**src/rtl/audio_pkg.sv**
```systemverilog
// -----------------------------------------------------------------------------
// audio_pkg
// Shared definitions for the PDM audio path:
//   audio_state_e : capture/playback FSM states (IDLE, PRIME, RUN)
//   midscale()    : 1 << (width-1), the silent PCM level for unsigned samples
//   log2_decim()  : log2 of the (power-of-two) decimation ratio
// -----------------------------------------------------------------------------
package audio_pkg;

    typedef enum logic [1:0] {
        ST_IDLE  = 2'd0,
        ST_PRIME = 2'd1,
        ST_RUN   = 2'd2
    } audio_state_e;

    function automatic logic [63:0] midscale(input int unsigned width);
        return 64'd1 << (width - 32'd1);
    endfunction

    // Largest i with 2**i <= decim; exact for power-of-two ratios.
    function automatic int unsigned log2_decim(input int unsigned decim);
        int unsigned r;
        r = 32'd0;
        for (int unsigned i = 32'd1; i < 32'd32; i++) begin
            if ((32'd1 << i) <= decim) begin
                r = i;
            end
        end
        return r;
    endfunction

endpackage

```
**src/rtl/pdm_audio_path_if.sv**
```systemverilog
// -----------------------------------------------------------------------------
// pdm_audio_path_if
// Sample-buffer port of the PDM audio path.
//   wr_en / wr_addr / wr_data : one-cycle write strobe, address, PCM sample
//   rd_addr                   : playback read address
//   rd_data                   : read data, valid one cycle after rd_addr
// master = audio path, slave = buffer memory.
// -----------------------------------------------------------------------------
interface pdm_audio_path_if #(
    parameter int ADDR_W   = 16,
    parameter int SAMPLE_W = 16
);
    logic                wr_en;
    logic [ADDR_W-1:0]   wr_addr;
    logic [SAMPLE_W-1:0] wr_data;
    logic [ADDR_W-1:0]   rd_addr;
    logic [SAMPLE_W-1:0] rd_data;

    modport master (
        output wr_en, wr_addr, wr_data, rd_addr,
        input  rd_data
    );

    modport slave (
        input  wr_en, wr_addr, wr_data, rd_addr,
        output rd_data
    );
endinterface

```
**src/rtl/pdm_sigma_delta.sv**
```systemverilog
// -----------------------------------------------------------------------------
// pdm_sigma_delta
// First-order sigma-delta modulator. Every cycle the residue (low SAMPLE_W
// bits) is added to the play sample; the carry bit is the 1-bit PDM output,
// so the density of ones equals play_sample / 2**SAMPLE_W.
//   clk, reset  : clock, synchronous active-high reset (clears accumulator)
//   play_sample : unsigned PCM sample to modulate
//   sd_bit      : modulator output bit (accumulator carry)
// -----------------------------------------------------------------------------
module pdm_sigma_delta #(
    parameter int SAMPLE_W = 16
) (
    input  logic                clk,
    input  logic                reset,
    input  logic [SAMPLE_W-1:0] play_sample,
    output logic                sd_bit
);
    logic [SAMPLE_W:0] acc_r;

    // Accumulate sample into the residue; the previous carry is dropped.
    always_ff @(posedge clk) begin
        if (reset) begin
            acc_r <= {(SAMPLE_W + 1){1'b0}};
        end else begin
            acc_r <= {1'b0, acc_r[SAMPLE_W-1:0]} + {1'b0, play_sample};
        end
    end

    assign sd_bit = acc_r[SAMPLE_W];
endmodule

```
**src/rtl/pdm_audio_path.sv**
```systemverilog
// -----------------------------------------------------------------------------
// pdm_audio_path
// Captures a PDM microphone stream into PCM samples (box-car decimation by
// DECIM), writes them to an external ring buffer, reads them back with a
// programmable lag and re-modulates them to PDM for the audio jack.
//   clk, reset : mic clock, synchronous active-high reset
//   en         : capture/playback enable (0 returns to IDLE)
//   wet        : 1 = modulated playback on pdm_out, 0 = dry pdm_in bypass
//   delay      : playback lag in samples (0 treated as 1)
//   pdm_in     : mic PDM data
//   buf_if     : buffer write/read port (master side)
//   sample_tick: one-cycle pulse per captured PCM sample
//   pdm_out    : registered PDM output
// Optional: define PDM_AUDIO_PATH_SYNC_EN to insert a 3-flop synchronizer on
// pdm_in (3 extra cycles of latency on capture and bypass).
// -----------------------------------------------------------------------------
module pdm_audio_path
    import audio_pkg::*;
#(
    parameter int SAMPLE_W = 16,
    parameter int ADDR_W   = 16,
    parameter int DECIM    = 64
) (
    input  logic              clk,
    input  logic              reset,
    input  logic              en,
    input  logic              wet,
    input  logic [ADDR_W-1:0] delay,
    input  logic              pdm_in,
    pdm_audio_path_if.master  buf_if,
    output logic              sample_tick,
    output logic              pdm_out
);
    localparam int LOG2D = int'(log2_decim(DECIM));
    localparam int SHIFT = SAMPLE_W - LOG2D;
    localparam logic [SAMPLE_W-1:0] MID = SAMPLE_W'(midscale(SAMPLE_W));

    logic                pdm_s;
    logic [LOG2D-1:0]    win_cnt_r;
    logic [LOG2D:0]      ones_cnt_r;
    logic [LOG2D:0]      ones_sum_s;
    logic                win_last_s;
    logic [SAMPLE_W-1:0] scaled_s;
    logic [ADDR_W-1:0]   d_s;
    logic [ADDR_W:0]     wcnt_r;
    audio_state_e        state_r, state_n;
    logic                wr_en_r, tick_r;
    logic [ADDR_W-1:0]   wr_addr_r, rd_addr_r;
    logic [SAMPLE_W-1:0] wr_data_r, play_r;
    logic                rd_pend1_r, rd_pend2_r;
    logic                sd_s;
    logic                pdm_out_r;

`ifdef PDM_AUDIO_PATH_SYNC_EN
    logic [2:0] sync_r;

    // Three-flop synchronizer for the asynchronous mic data.
    always_ff @(posedge clk) begin
        if (reset) begin
            sync_r <= 3'b000;
        end else begin
            sync_r <= {sync_r[1:0], pdm_in};
        end
    end

    assign pdm_s = sync_r[2];
`else
    assign pdm_s = pdm_in;
`endif

    assign ones_sum_s = ones_cnt_r + (LOG2D + 1)'(pdm_s);
    assign win_last_s = en && (win_cnt_r == LOG2D'(DECIM - 1));

    // Scale the ones count to full range; a full window saturates to all ones.
    always_comb begin
        scaled_s = {SAMPLE_W{1'b0}};
        if (ones_sum_s[LOG2D]) begin
            scaled_s = {SAMPLE_W{1'b1}};
        end else begin
            scaled_s = SAMPLE_W'(ones_sum_s[LOG2D-1:0]) << SHIFT;
        end
    end

    // Effective lag: never read the slot currently being written.
    always_comb begin
        d_s = delay;
        if (delay == {ADDR_W{1'b0}}) begin
            d_s = ADDR_W'(1'b1);
        end else begin
            d_s = delay;
        end
    end

    // Next-state logic; PRIME ends once d+1 samples are in the buffer.
    always_comb begin
        state_n = state_r;
        case (state_r)
            ST_IDLE: begin
                if (en) state_n = ST_PRIME;
                else    state_n = ST_IDLE;
            end
            ST_PRIME: begin
                if (!en)                                  state_n = ST_IDLE;
                else if (wr_en_r && (wcnt_r >= {1'b0, d_s})) state_n = ST_RUN;
                else                                      state_n = ST_PRIME;
            end
            ST_RUN: begin
                if (!en) state_n = ST_IDLE;
                else     state_n = ST_RUN;
            end
            default: state_n = ST_IDLE;
        endcase
    end

    // FSM state register.
    always_ff @(posedge clk) begin
        if (reset) begin
            state_r <= ST_IDLE;
        end else begin
            state_r <= state_n;
        end
    end

    // Capture window, buffer write and read addressing.
    always_ff @(posedge clk) begin
        if (reset) begin
            win_cnt_r  <= {LOG2D{1'b0}};
            ones_cnt_r <= {(LOG2D + 1){1'b0}};
            wcnt_r     <= {(ADDR_W + 1){1'b0}};
            wr_en_r    <= 1'b0;
            tick_r     <= 1'b0;
            wr_addr_r  <= {ADDR_W{1'b0}};
            wr_data_r  <= {SAMPLE_W{1'b0}};
            rd_addr_r  <= {ADDR_W{1'b0}};
            rd_pend1_r <= 1'b0;
            rd_pend2_r <= 1'b0;
        end else begin
            if (!en) begin
                win_cnt_r  <= {LOG2D{1'b0}};
                ones_cnt_r <= {(LOG2D + 1){1'b0}};
                wcnt_r     <= {(ADDR_W + 1){1'b0}};
                wr_en_r    <= 1'b0;
                tick_r     <= 1'b0;
                wr_addr_r  <= {ADDR_W{1'b0}};
            end else begin
                // Power-of-two window: the counter wraps on its own.
                win_cnt_r  <= win_cnt_r + LOG2D'(1'b1);
                ones_cnt_r <= win_last_s ? {(LOG2D + 1){1'b0}} : ones_sum_s;
                wr_en_r    <= win_last_s;
                tick_r     <= win_last_s;
                if (win_last_s) wr_data_r <= scaled_s;
                if (wr_en_r)    wr_addr_r <= wr_addr_r + ADDR_W'(1'b1);
                if (wr_en_r && (state_r == ST_PRIME)) wcnt_r <= wcnt_r + (ADDR_W + 1)'(1'b1);
            end
            if (wr_en_r) rd_addr_r <= wr_addr_r - d_s;
            // Only reads issued in RUN feed playback; data lands two cycles later.
            rd_pend1_r <= wr_en_r && (state_n == ST_RUN);
            rd_pend2_r <= rd_pend1_r;
        end
    end

    // Play sample: midscale until RUN, then each lagged buffer read.
    always_ff @(posedge clk) begin
        if (reset) begin
            play_r <= MID;
        end else if (state_r != ST_RUN) begin
            play_r <= MID;
        end else if (rd_pend2_r) begin
            play_r <= buf_if.rd_data;
        end
    end

    pdm_sigma_delta #(.SAMPLE_W(SAMPLE_W)) u_sd (
        .clk         (clk),
        .reset       (reset),
        .play_sample (play_r),
        .sd_bit      (sd_s)
    );

    // Output select: modulated playback or dry bypass.
    always_ff @(posedge clk) begin
        if (reset) begin
            pdm_out_r <= 1'b0;
        end else begin
            pdm_out_r <= wet ? sd_s : pdm_s;
        end
    end

    assign buf_if.wr_en   = wr_en_r;
    assign buf_if.wr_addr = wr_addr_r;
    assign buf_if.wr_data = wr_data_r;
    assign buf_if.rd_addr = rd_addr_r;
    assign sample_tick    = tick_r;
    assign pdm_out        = pdm_out_r;
endmodule

```
**src/flat_wrapper.sv**
```systemverilog
// flat-port wrapper written by rule: the top's interface ports become plain ports
module pdm_audio_path_flat import audio_pkg::*;
#(
    parameter int SAMPLE_W = 16,
    parameter int ADDR_W   = 16,
    parameter int DECIM    = 64
)
  (clk, reset, en, wet, delay, pdm_in, sample_tick, pdm_out, buf_if_wr_en, buf_if_wr_addr, buf_if_wr_data, buf_if_rd_addr, buf_if_rd_data);
  pdm_audio_path_if #(.ADDR_W(ADDR_W), .SAMPLE_W(SAMPLE_W)) buf_if_i ();
  input  logic clk;
  input  logic reset;
  input  logic en;
  input  logic wet;
  input  logic [ADDR_W-1:0] delay;
  input  logic pdm_in;
  output logic sample_tick;
  output logic pdm_out;
  output wire logic [$bits(buf_if_i.wr_en)-1:0] buf_if_wr_en;
  output wire logic [$bits(buf_if_i.wr_addr)-1:0] buf_if_wr_addr;
  output wire logic [$bits(buf_if_i.wr_data)-1:0] buf_if_wr_data;
  output wire logic [$bits(buf_if_i.rd_addr)-1:0] buf_if_rd_addr;
  input wire logic [$bits(buf_if_i.rd_data)-1:0] buf_if_rd_data;
  assign buf_if_wr_en = buf_if_i.wr_en;
  assign buf_if_wr_addr = buf_if_i.wr_addr;
  assign buf_if_wr_data = buf_if_i.wr_data;
  assign buf_if_rd_addr = buf_if_i.rd_addr;
  assign buf_if_i.rd_data = buf_if_rd_data;
  pdm_audio_path #(.SAMPLE_W(SAMPLE_W), .ADDR_W(ADDR_W), .DECIM(DECIM)) u_core (.clk(clk), .reset(reset), .en(en), .wet(wet), .delay(delay), .pdm_in(pdm_in), .buf_if(buf_if_i), .sample_tick(sample_tick), .pdm_out(pdm_out));
endmodule
```
**config.mk**
```make
export PLATFORM = sky130hd
export DESIGN_NAME = pdm_audio_path_flat
export DESIGN_NICKNAME = d
export VERILOG_FILES = /design/src/rtl/audio_pkg.sv /design/src/rtl/pdm_audio_path_if.sv /design/src/rtl/pdm_sigma_delta.sv /design/src/rtl/pdm_audio_path.sv /design/src/flat_wrapper.sv
export SDC_FILE = /design/constraint.sdc
export NUM_CORES = 1
export LEC_CHECK = 0
export CAP_MARGIN = 20
export CORE_MARGIN = 8
export CORE_UTILIZATION = 31
export CTS_CLUSTER_SIZE = 24
export DETAILED_ROUTE_END_ITERATION = 12
export PLACE_DENSITY = 0.61
export RECOVER_POWER = 100
export SETUP_SLACK_MARGIN = 0.15
export SLEW_MARGIN = 20
export SYNTH_ARGS = -nofsm -noshare
export SYNTH_HDL_FRONTEND = slang
export SYNTH_SLANG_ARGS = --single-unit
export TNS_END_PERCENT = 10
```
**constraint.sdc**
```tcl
create_clock -name clk -period 4.7 [get_ports clk]
set_clock_uncertainty 0.1 [all_clocks]
set_input_delay 0.47 -clock clk [delete_from_list [all_inputs] [get_ports clk]]
set_output_delay 0.47 -clock clk [all_outputs]
set_load 0.05 [all_outputs]
```
==> results.json, run 1 <==
{
  "grt_pass1_wl_mm": 21.4,
  "drtPass1Iterations": 4,
  "end_kind": "register",
  "tightest_slew_ns": 2.25,
  "startpoint_type": "primary input",
  "ys_seq_area_share_pct": 38.1,
  "synth.distinct_cells": 59,
  "worstSetupPathType": "in2reg",
  "start_util_pct": 31.6,
  "area_growth_pct": 23.0,
  "ys.flop_type": "dfxtp_1",
  "cap_violations": 1,
  "critPathRequiredTime_ns": 4.85,
  "synth_nets": 727,
  "grt_pass1_vias": 4278,
  "avgSynthCellArea_um2": 8.93,
  "slew_headroom_pct": -50.1,
  "antenna_found_initial": 0,
  "drv_slew": 53,
  "grt_usage_pct": 11.7,
  "die_y_um": 151,
  "p_seq_share_pct": 50.9,
  "synth-edff-count": 0,
  "grt_max_degree": 53,
  "wl_mm": 13.2,
  "cpPeakStageDelay_ns": 0.61,
  "min_path_type": "reg2reg",
  "hold_viol": 0,
  "path_buf_inv": 1,
  "utilization_pct": 38.9,
  "final_common_cell": "dfxtp_1",
  "final_cell_mix": "dfxtp_1 (108), nor2_1 (98), dlygate4sd3_1 (53)",
  "fin_nets": 799,
  "synth_top_area_cell": "dfxtp_1",
  "setup_viol": 0,
  "fin_crit_ns": 3.33,
  "drt_iter0_drc": 192,
  "worst_hold_slack_ns": 0.349,
  "io_pins": 88,
  "clock_path_buffers": 2,
  "core_area_um2": 18000,
  "vdd_drop_max_uv": 276,
  "num_rows": 49,
  "cts_buffers": 9,
  "drtAntennaViolNets": 0,
  "clk_pin_slew_ns": 0.07,
  "post_cts_buffers": 0,
  "rrSetupSlack_ns": 2.05,
  "setup-tns-final_ns": 0,
  "status": "complete, but fails checks",
  "ctsHoldBuffers": 0,
  "cts_tree": "built",
  "p_leak_uw": 0.00294,
  "design_area_um2": 6980,
  "intPower_uw": 1390,
  "fp.dieW_um": 151,
  "critPathTopFamily": "compound AO/OA/AOI/OAI gates",
  "ys.warnings.count": 0,
  "placed_cell_area_um2": 6700,
  "rsz0062_at_grt": "false",
  "diodes": 0,
  "power_density_nw_per_um2": 259,
  "gr-total-overflow": 0,
  "drive_gt1_share_pct": 3.09,
  "path_cells": "dlygate4sd3_1, nor4_1, a41o_1, ha_1, nor2b_1, o31ai_1, a21oi_1, a31oi_1, o21ai_0, o211a_1, nor4_1",
  "clock_latency_ns": 0.35,
  "async_reset_ff_share_pct": 0,
  "ys_ff_latch": 108,
  "vias": 4475,
  "failed_checks": "capacitance limit, slew limit",
  "place_congestion": 0.786,
  "fin_crit_sh_pct": 70.8,
  "worstPathMaxFanout": 4,
  "max_freq_mhz": 301,
  "yosysTopAreaCellShare_pct": 38.1,
  "cp_slowest_cell": "dlygate4sd3_1",
  "synthTopCellsByArea": "dfxtp_1 (38%), ha_1 (11%), nor2_1 (6.5%), xor2_1 (5.9%), mux2i_1 (4.4%)",
  "h-tree-depth": 3,
  "netlist_area_um2": 5680,
  "drt-wirelength-per-cell_um": 14.1,
  "arrival_ns": 3.47,
  "swShare_pct": 23.0,
  "cts.root.buffer_cell": "clkbuf_16",
  "drc": 0,
  "cts_num_sinks": 108,
  "netlist_instances": 636,
  "viasPerCell": 4.75,
  "die_area_um2": 22900,
  "p_comb_share_pct": 5.7,
  "dpl.hpwl_mm": 10.1,
  "p_switching_uw": 415,
  "p_clk_share_pct": 43.4,
  "cts.repair.resized": 0,
  "port_buffers": 87,
  "path_common_cell": "nor4_1"
}
## logic make-up (layout without fill, tap and decap cells)
kind of cell / Yosys count / count (layout) / synth area share [%]
multiplexers: 27 / 27 / 4.80
AO/OA/AOI/OAI: 100 / 100 / 12.1
flip-flops: 108 / 108 / 38.1
adder cells (fa/ha/maj): 54 / 54 / 12.2
XOR/XNOR: 56 / 56 / 8.64
AND/OR/NAND/NOR: 236 / 236 / 19.9
buffers and inverters: 55 / 132 / 4.36
## flip-flops by register name (all words and copies together), names as in the netlist
signal,count
u_core.buf_if.rd_addr,16
u_core.buf_if.wr_addr,16
u_core.buf_if.wr_data,7
u_core.buf_if.wr_en,1
u_core.ones_cnt_r,7
u_core.pdm_out,1
u_core.play_r,16
u_core.rd_pend1_r,1
u_core.rd_pend2_r,1
u_core.state_r,2
u_core.u_sd.acc_r,17
u_core.wcnt_r,17
u_core.win_cnt_r,6
## area by class of cell
cell class | count | area, µm²
inverters | 26 | 97.6
clock inverters | 5 | 70.1
clock buffers | 11 | 233
multi-input cells | 473 | 3240
flip-flops and latches | 108 | 2160
fillers | 1844 | 11000
repair buffers | 90 | 887
well taps | 229 | 287
## path summary, 6_finish.rpt
| check | startpoint | endpoint | depth (start not counted) |
|---|---|---|---|
| min | u_core.rd_pend1_r | u_core.rd_pend2_r | 1 |
| min reg2reg | u_core.rd_pend1_r | u_core.rd_pend2_r | 1 |
| max reg2reg | u_core.buf_if.wr_addr[0] | u_core.buf_if.rd_addr[14] | 10 |
| max | delay[1] | u_core.buf_if.rd_addr[15] | 11 |
## metrics by stage
step	setup WS, ns	total power (µW)	cells
CTS	1.57	1840	942
global placement	1.23	1050	926
detailed placement	1.19	1040	926
floorplan	1.99	992	636
finish	1.37	1810	942
global route	1.14	1880	942
## layer usage
| metal | global-route usage (%) | up-vias | share of wire (%) |
|---|---|---|---|
| met2 | 18.4 | 87 | 43 |
| met5 | 0 | - | 0 |
| met1 | 15.4 | 2032 | 51 |
| met4 | 2.23 | 0 | 0.88 |
| met3 | 3.73 | 9 | 5.6 |
| li1 | - | 2347 | - |
## cell usage after synthesis (3+ instances only)
library cell,count
a211oi_1,11
a21o_1,9
a21oi_1,20
a311oi_1,6
a31oi_1,4
and2_1,6
and3_1,12
and4_1,3
buf_1,4
buf_4,10
clkbuf_1,12
dfxtp_1,108
ha_1,52
inv_1,26
mux2i_1,25
nand2_1,36
nand2b_1,9
nand3_1,23
nand4_1,5
nor2_1,98
nor2b_1,14
nor3_1,8
nor4_1,5
o21a_1,6
o21ai_0,16
o21ai_1,3
o22ai_1,4
or3_1,8
xnor2_1,18
xor2_1,38
## power groups by stage
stage          clock [µW]  sequential (µW)  combinational [µW]
2_1_floorplan           0              942                49.9
3_3_place_gp            0              941                 104
3_5_place_dp            0              941                 104
4_1_cts               815              919                 105
5_1_grt               849              920                 112
6_report              784              919                 102
Note: power is estimated with default switching activity, not from simulation.
==> inputs of run 2 (changes only) <==
Settings changed: PLACE_DENSITY 0.61 to 0.63.
Clock period 4.7 ns to 2.8 ns, I/O delays scaled along.
==> run 2 against run 1 <==
The run now ends clean. Highest routed layer unchanged. Die area stayed put. Hold slack got worse by 0.011 ns. Utilization grew 1.8 points. Cell count rose by 3.8%.
==> results.json, run 2 (same netlist as run 1, synthesis figures left out) <==
{
  "io_pins": 88,
  "final_common_cell": "dfxtp_1",
  "ctsHoldBuffers": 0,
  "die_y_um": 151,
  "viasPerCell": 4.70,
  "critPathRequiredTime_ns": 2.88,
  "port_buffers": 87,
  "grt_max_degree": 39,
  "grt_pass1_vias": 4425,
  "intPower_uw": 2370,
  "antenna_found_initial": 0,
  "fin_nets": 836,
  "end_kind": "register",
  "top_regs": "u_core.u_sd.acc_r: 17 flops, u_core.wcnt_r: 17 flops",
  "rr_startpoint": "u_core.play_r[0]",
  "rsz0062_at_grt": "false",
  "drtPass1Iterations": 4,
  "slew_headroom_pct": 7.32,
  "die_area_um2": 22900,
  "fp.dieW_um": 151,
  "area_growth_pct": 28.7,
  "cap_violations": 0,
  "status": "finished, final reports clean",
  "holdPathStages": 1,
  "clk_pin_slew_ns": 0.07,
  "worst_hold_slack_ns": 0.338,
  "drv_slew": 0,
  "fin_crit_sh_pct": 92.4,
  "setup_ws_ns": 0.212,
  "cts.root.buffer_cell": "clkbuf_16",
  "drc": 0,
  "cp-startpoint": "delay[13]",
  "gr-total-overflow": 0,
  "num_rows": 49,
  "hold_viol": 0,
  "drt-wirelength-per-cell_um": 13.8,
  "clock_latency_ns": 0.36,
  "wl_mm": 13.5,
  "start_util_pct": 31.6,
  "cts_num_sinks": 108,
  "cts_buffers": 9,
  "min_path_type": "reg2reg",
  "setup_viol": 0,
  "swShare_pct": 22.8,
  "place_ws_ns": -0.488,
  "tightest_slew_ns": 1.39,
  "arrival_ns": 2.67,
  "final_cell_mix": "dfxtp_1 (108), nor2_1 (98), ha_1 (52)",
  "drtAntennaViolNets": 0,
  "core_area_um2": 18000,
  "p_comb_share_pct": 6.5,
  "diodes": 0,
  "h-tree-depth": 3,
  "max_freq_mhz": 386,
  "startpoint_type": "primary input",
  "vdd_drop_max_uv": 424,
  "power_density_nw_per_um2": 420,
  "p_seq_share_pct": 50.3,
  "placed_cell_area_um2": 6960,
  "worstRegToRegCells": 11,
  "cts_tree": "built",
  "place_congestion": 0.793,
  "p_switching_uw": 699,
  "drt_iter0_drc": 182,
  "grt_usage_pct": 12.1,
  "worstPathMaxFanout": 3,
  "p_leak_uw": 0.00318,
  "grt_pass1_wl_mm": 22.2,
  "hp-start": "u_core.rd_pend1_r",
  "p_clk_share_pct": 43.2,
  "worstSetupPathType": "in2reg",
  "setup-tns-final_ns": 0,
  "fin_crit_ns": 2.59,
  "drive_gt1_share_pct": 9.35,
  "design_area_um2": 7310,
  "vias": 4600,
  "clock_path_buffers": 2,
  "dpl.hpwl_mm": 10.4
}
-- run 2: per-stage QoR --
step	utilization, %	instances	total power (µW)
2_1_floorplan	-	636	1670
3_3_place_gp	38.7	961	1780
3_5_place_dp	38.7	961	1780
4_1_cts	40.5	976	3120
5_1_grt	40.7	978	3200
6_report	40.7	978	3070
-- run 2: timing repair --
action	CTS	global route
cloned	0	0
setup buffers	0	2
gates resized for setup	12	13
setup endpoints to repair	5	9
pin swaps	10	14
-- run 2: per-layer routing --
layer,vias to the layer above,wire (µm),GRT usage [%]
li1,2424,-,-
met1,2070,6570,15.9
met2,93,5850,18.7
met3,13,861,3.65
met4,0,190,3.61
met5,-,0,0
-- run 2: power groups by stage --
stage	combinational (µW)	clock, µW	sequential (µW)
2_1_floorplan	83.8	0	1580
3_3_place_gp	202	0	1580
3_5_place_dp	204	0	1580
4_1_cts	204	1370	1540
5_1_grt	220	1430	1540
6_report	200	1330	1540
-- run 2: critical path: stages --
cell             delay (ns)
clkdlybuf4s50_1        0.43
nor3_1                 0.14
a41o_1                 0.23
ha_1                   0.20
fa_2                   0.23
nor2b_2                0.05
o31a_1                 0.27
a41oi_2                0.23
a41oi_2                0.15
a31oi_1                0.21
xor2_1                 0.17
o22ai_1                0.09
-- run 2: worst paths after layout --
path | to | slack, ns
max | u_core.buf_if.rd_addr[14] | 0.21
min | u_core.rd_pend2_r | 0.34
max reg2reg | u_core.u_sd.acc_r[10] | 0.31
min reg2reg | u_core.rd_pend2_r | 0.34
-- run 2: final cells by class --
| type | instances | area (µm²) |
|---|---|---|
| Inverter | 26 | 97.6 |
| Fill cell | 1813 | 10700 |
| Tap cell | 229 | 287 |
| Clock inverter | 5 | 67.6 |
| Multi-Input combinational cell | 473 | 3290 |
| Sequential cell | 108 | 2160 |
| Timing Repair Buffer | 127 | 1160 |
| Clock buffer | 10 | 239 |
==> inputs of run 3 (changes only) <==
Settings changed: ABC_CLOCK_PERIOD_IN_PS set to 2800, PLACE_DENSITY 0.63 to 0.55.
==> run 3 against run 2 <==
Sequential share of layout area fell by 0.12 points. Non-clock buffer count rose by 6. Flip-flop and latch count did not move. Sequential power barely moved. Clock-buffer cell count fell by 1. Utilization rose by 0.16 points. Worst setup slack improved by 0.066 ns. Maximum frequency rose by 2.6%. Largest power group unchanged. Cell count rose by 0.72%. Routed wire length rose by 7.0%. Die area did not move. Highest routed layer unchanged. Critical path type unchanged. First-iteration DRC count fell by 13%.
==> results.json, run 3 (same netlist as run 1, synthesis figures left out) <==
{
  "viasPerCell": 4.79,
  "start_util_pct": 31.6,
  "final_cell_mix": "dfxtp_1 (108), nor2_1 (98), ha_1 (51)",
  "drive_gt1_share_pct": 10.1,
  "cp-startpoint": "delay[0]",
  "grt_pass1_wl_mm": 23.5,
  "cts.root.buffer_cell": "clkbuf_16",
  "path_buf_inv": 2,
  "fill_cells": 1797,
  "finalPower_uw": 2980,
  "cp_slowest_cell": "clkdlybuf4s50_1",
  "dpl.hpwl_mm": 11.2,
  "cts_buffers": 9,
  "startpoint_type": "primary input",
  "setup-tns-final_ns": 0,
  "hold_viol": 0,
  "timing.rr.end": "u_core.buf_if.rd_addr[12]",
  "diodes": 0,
  "critPathTopFamily": "compound AO/OA/AOI/OAI gates",
  "antenna_found_initial": 0,
  "num_rows": 49,
  "path_common_cell": "a41oi_2",
  "crit_cells": 12,
  "max_freq_mhz": 396,
  "grt_pass1_vias": 4690,
  "clk_pin_slew_ns": 0.07,
  "vias": 4722,
  "cpPeakStageDelay_ns": 0.39,
  "drtPass1Iterations": 4,
  "crit_end": "u_core.buf_if.rd_addr[12]",
  "final_common_cell": "dfxtp_1",
  "p_leak_uw": 0.00320,
  "drtAntennaViolNets": 0,
  "rrSetupSlack_ns": 0.31,
  "rr_startpoint": "u_core.buf_if.wr_addr[0]",
  "fin_nets": 842,
  "drt-wirelength-per-cell_um": 14.6,
  "top_regs": "u_core.u_sd.acc_r: 17 flops, u_core.wcnt_r: 17 flops",
  "h-tree-depth": 3,
  "min_path_type": "reg2reg",
  "worstSetupPathType": "in2reg",
  "io_pins": 88,
  "power_density_nw_per_um2": 407,
  "place_congestion": 0.876,
  "gr-total-overflow": 0,
  "clock_path_buffers": 2,
  "fin_cells": 985,
  "slew_headroom_pct": 19.8,
  "path_cells": "clkdlybuf4s50_1, a41o_1, ha_4, fa_1, nor2b_1, o31a_1, a41oi_2, a41oi_2, buf_4, xor2_1, mux2i_1, nor2_1",
  "grt_max_degree": 39,
  "drt_iter0_drc": 159,
  "wl_mm": 14.4,
  "core_area_um2": 18000,
  "cts_tree": "built",
  "grt_usage_pct": 12.9,
  "die_area_um2": 22900,
  "fp.dieW_um": 151,
  "fin_crit_ns": 2.52,
  "critPathRequiredTime_ns": 2.99,
  "port_buffers": 87,
  "worstPathMaxFanout": 3,
  "status": "finished, final reports clean",
  "setup_viol": 0,
  "rsz0062_at_grt": "false",
  "vdd_drop_max_uv": 304,
  "dp.cells": 963,
  "cts_num_sinks": 108,
  "worstRegToRegCells": 11,
  "arrival_ns": 2.71,
  "clock_latency_ns": 0.36,
  "end_kind": "register",
  "die_y_um": 151,
  "drv_slew": 0,
  "cap_violations": 0,
  "area_growth_pct": 29.2,
  "drc": 0,
  "tightest_slew_ns": 1.20,
  "fin_crit_sh_pct": 90.1,
  "ctsHoldBuffers": 0
}
## run 3: cell count changes in the layout (fill, tap and decap cells not counted), sizes merged, moves of 2 or more
cell           before  now
clkinvlp            0    2
clkbuf             18   20
buf                35   39
clkdlybuf4s50      21   19
dlymetal6s2s        7    9
## run 3: how the worst min path moves through the flow
stage | end | slack, ns | from | depth (start not counted)
global route | u_core.rd_pend2_r | 0.36 | u_core.rd_pend1_r | 1
finish | u_core.rd_pend2_r | 0.34 | u_core.rd_pend1_r | 1
floorplan | u_core.play_r[15] | 0.30 | reset | 2
detailed placement | u_core.rd_pend2_r | 0.33 | u_core.rd_pend1_r | 1
global placement | u_core.rd_pend2_r | 0.32 | u_core.rd_pend1_r | 1
CTS | u_core.buf_if.rd_addr[2] | 0.21 | reset | 2
## run 3: cell type report
type | instances | area, µm² | area share (%)
multi-input cells | 473 | 3310 | 45.1
well taps | 229 | 287 | 3.91
clock inverters | 7 | 57.6 | 0.784
flip-flops and latches | 108 | 2160 | 29.5
inverters | 26 | 97.6 | 1.33
repair buffers | 133 | 1200 | 16.3
clock buffers | 9 | 225 | 3.07
## run 3: power breakdown
group / internal (µW) / leakage, µW / switching [µW]
sequential: 1540 / 0.000871 / 3.33
combinational: 107 / 0.00220 / 102
clock: 618 / 0.000135 / 614
## run 3: stage by stage
step                instance area, µm²  setup slack [ns]  hold WS [ns]  util (%)
floorplan                         5680             0.159         0.300         -
global placement                  6970            -0.375         0.323      38.8
detailed placement                6970            -0.465         0.326      38.8
CTS                               7290             0.132         0.212      40.6
global route                      7340            0.0788         0.360      40.8
finish                            7340             0.278         0.338      40.8
## run 3: repair_timing
action                                  4_1_cts  5_1_grt
resized for setup                            12       18
gates cloned                                  0        0
endpoints found under the setup margin        6       10
setup buffers                                 2        4
hold endpoints to repair                      0        0
pin swaps                                    11       14
## run 3: metal layers
layer | track usage [%] | routed length, µm | up-vias
met5 | 0 | 0 | -
met2 | 20.7 | 6500 | 98
met4 | 3.51 | 190 | 0
li1 | - | - | 2438
met3 | 3.79 | 768 | 11
met1 | 16.4 | 6950 | 2175
## run 3: worst reg2reg max path, stage by stage (launching register included)
cell and delay, ns:
dfxtp_1 0.44, inv_1 0.11, ha_4 0.17, fa_1 0.39
nor2b_1 0.17, o31a_1 0.20, a41oi_2 0.15, a41oi_2 0.23
buf_4 0.14, xor2_1 0.13, mux2i_1 0.09, nor2_1 0.11
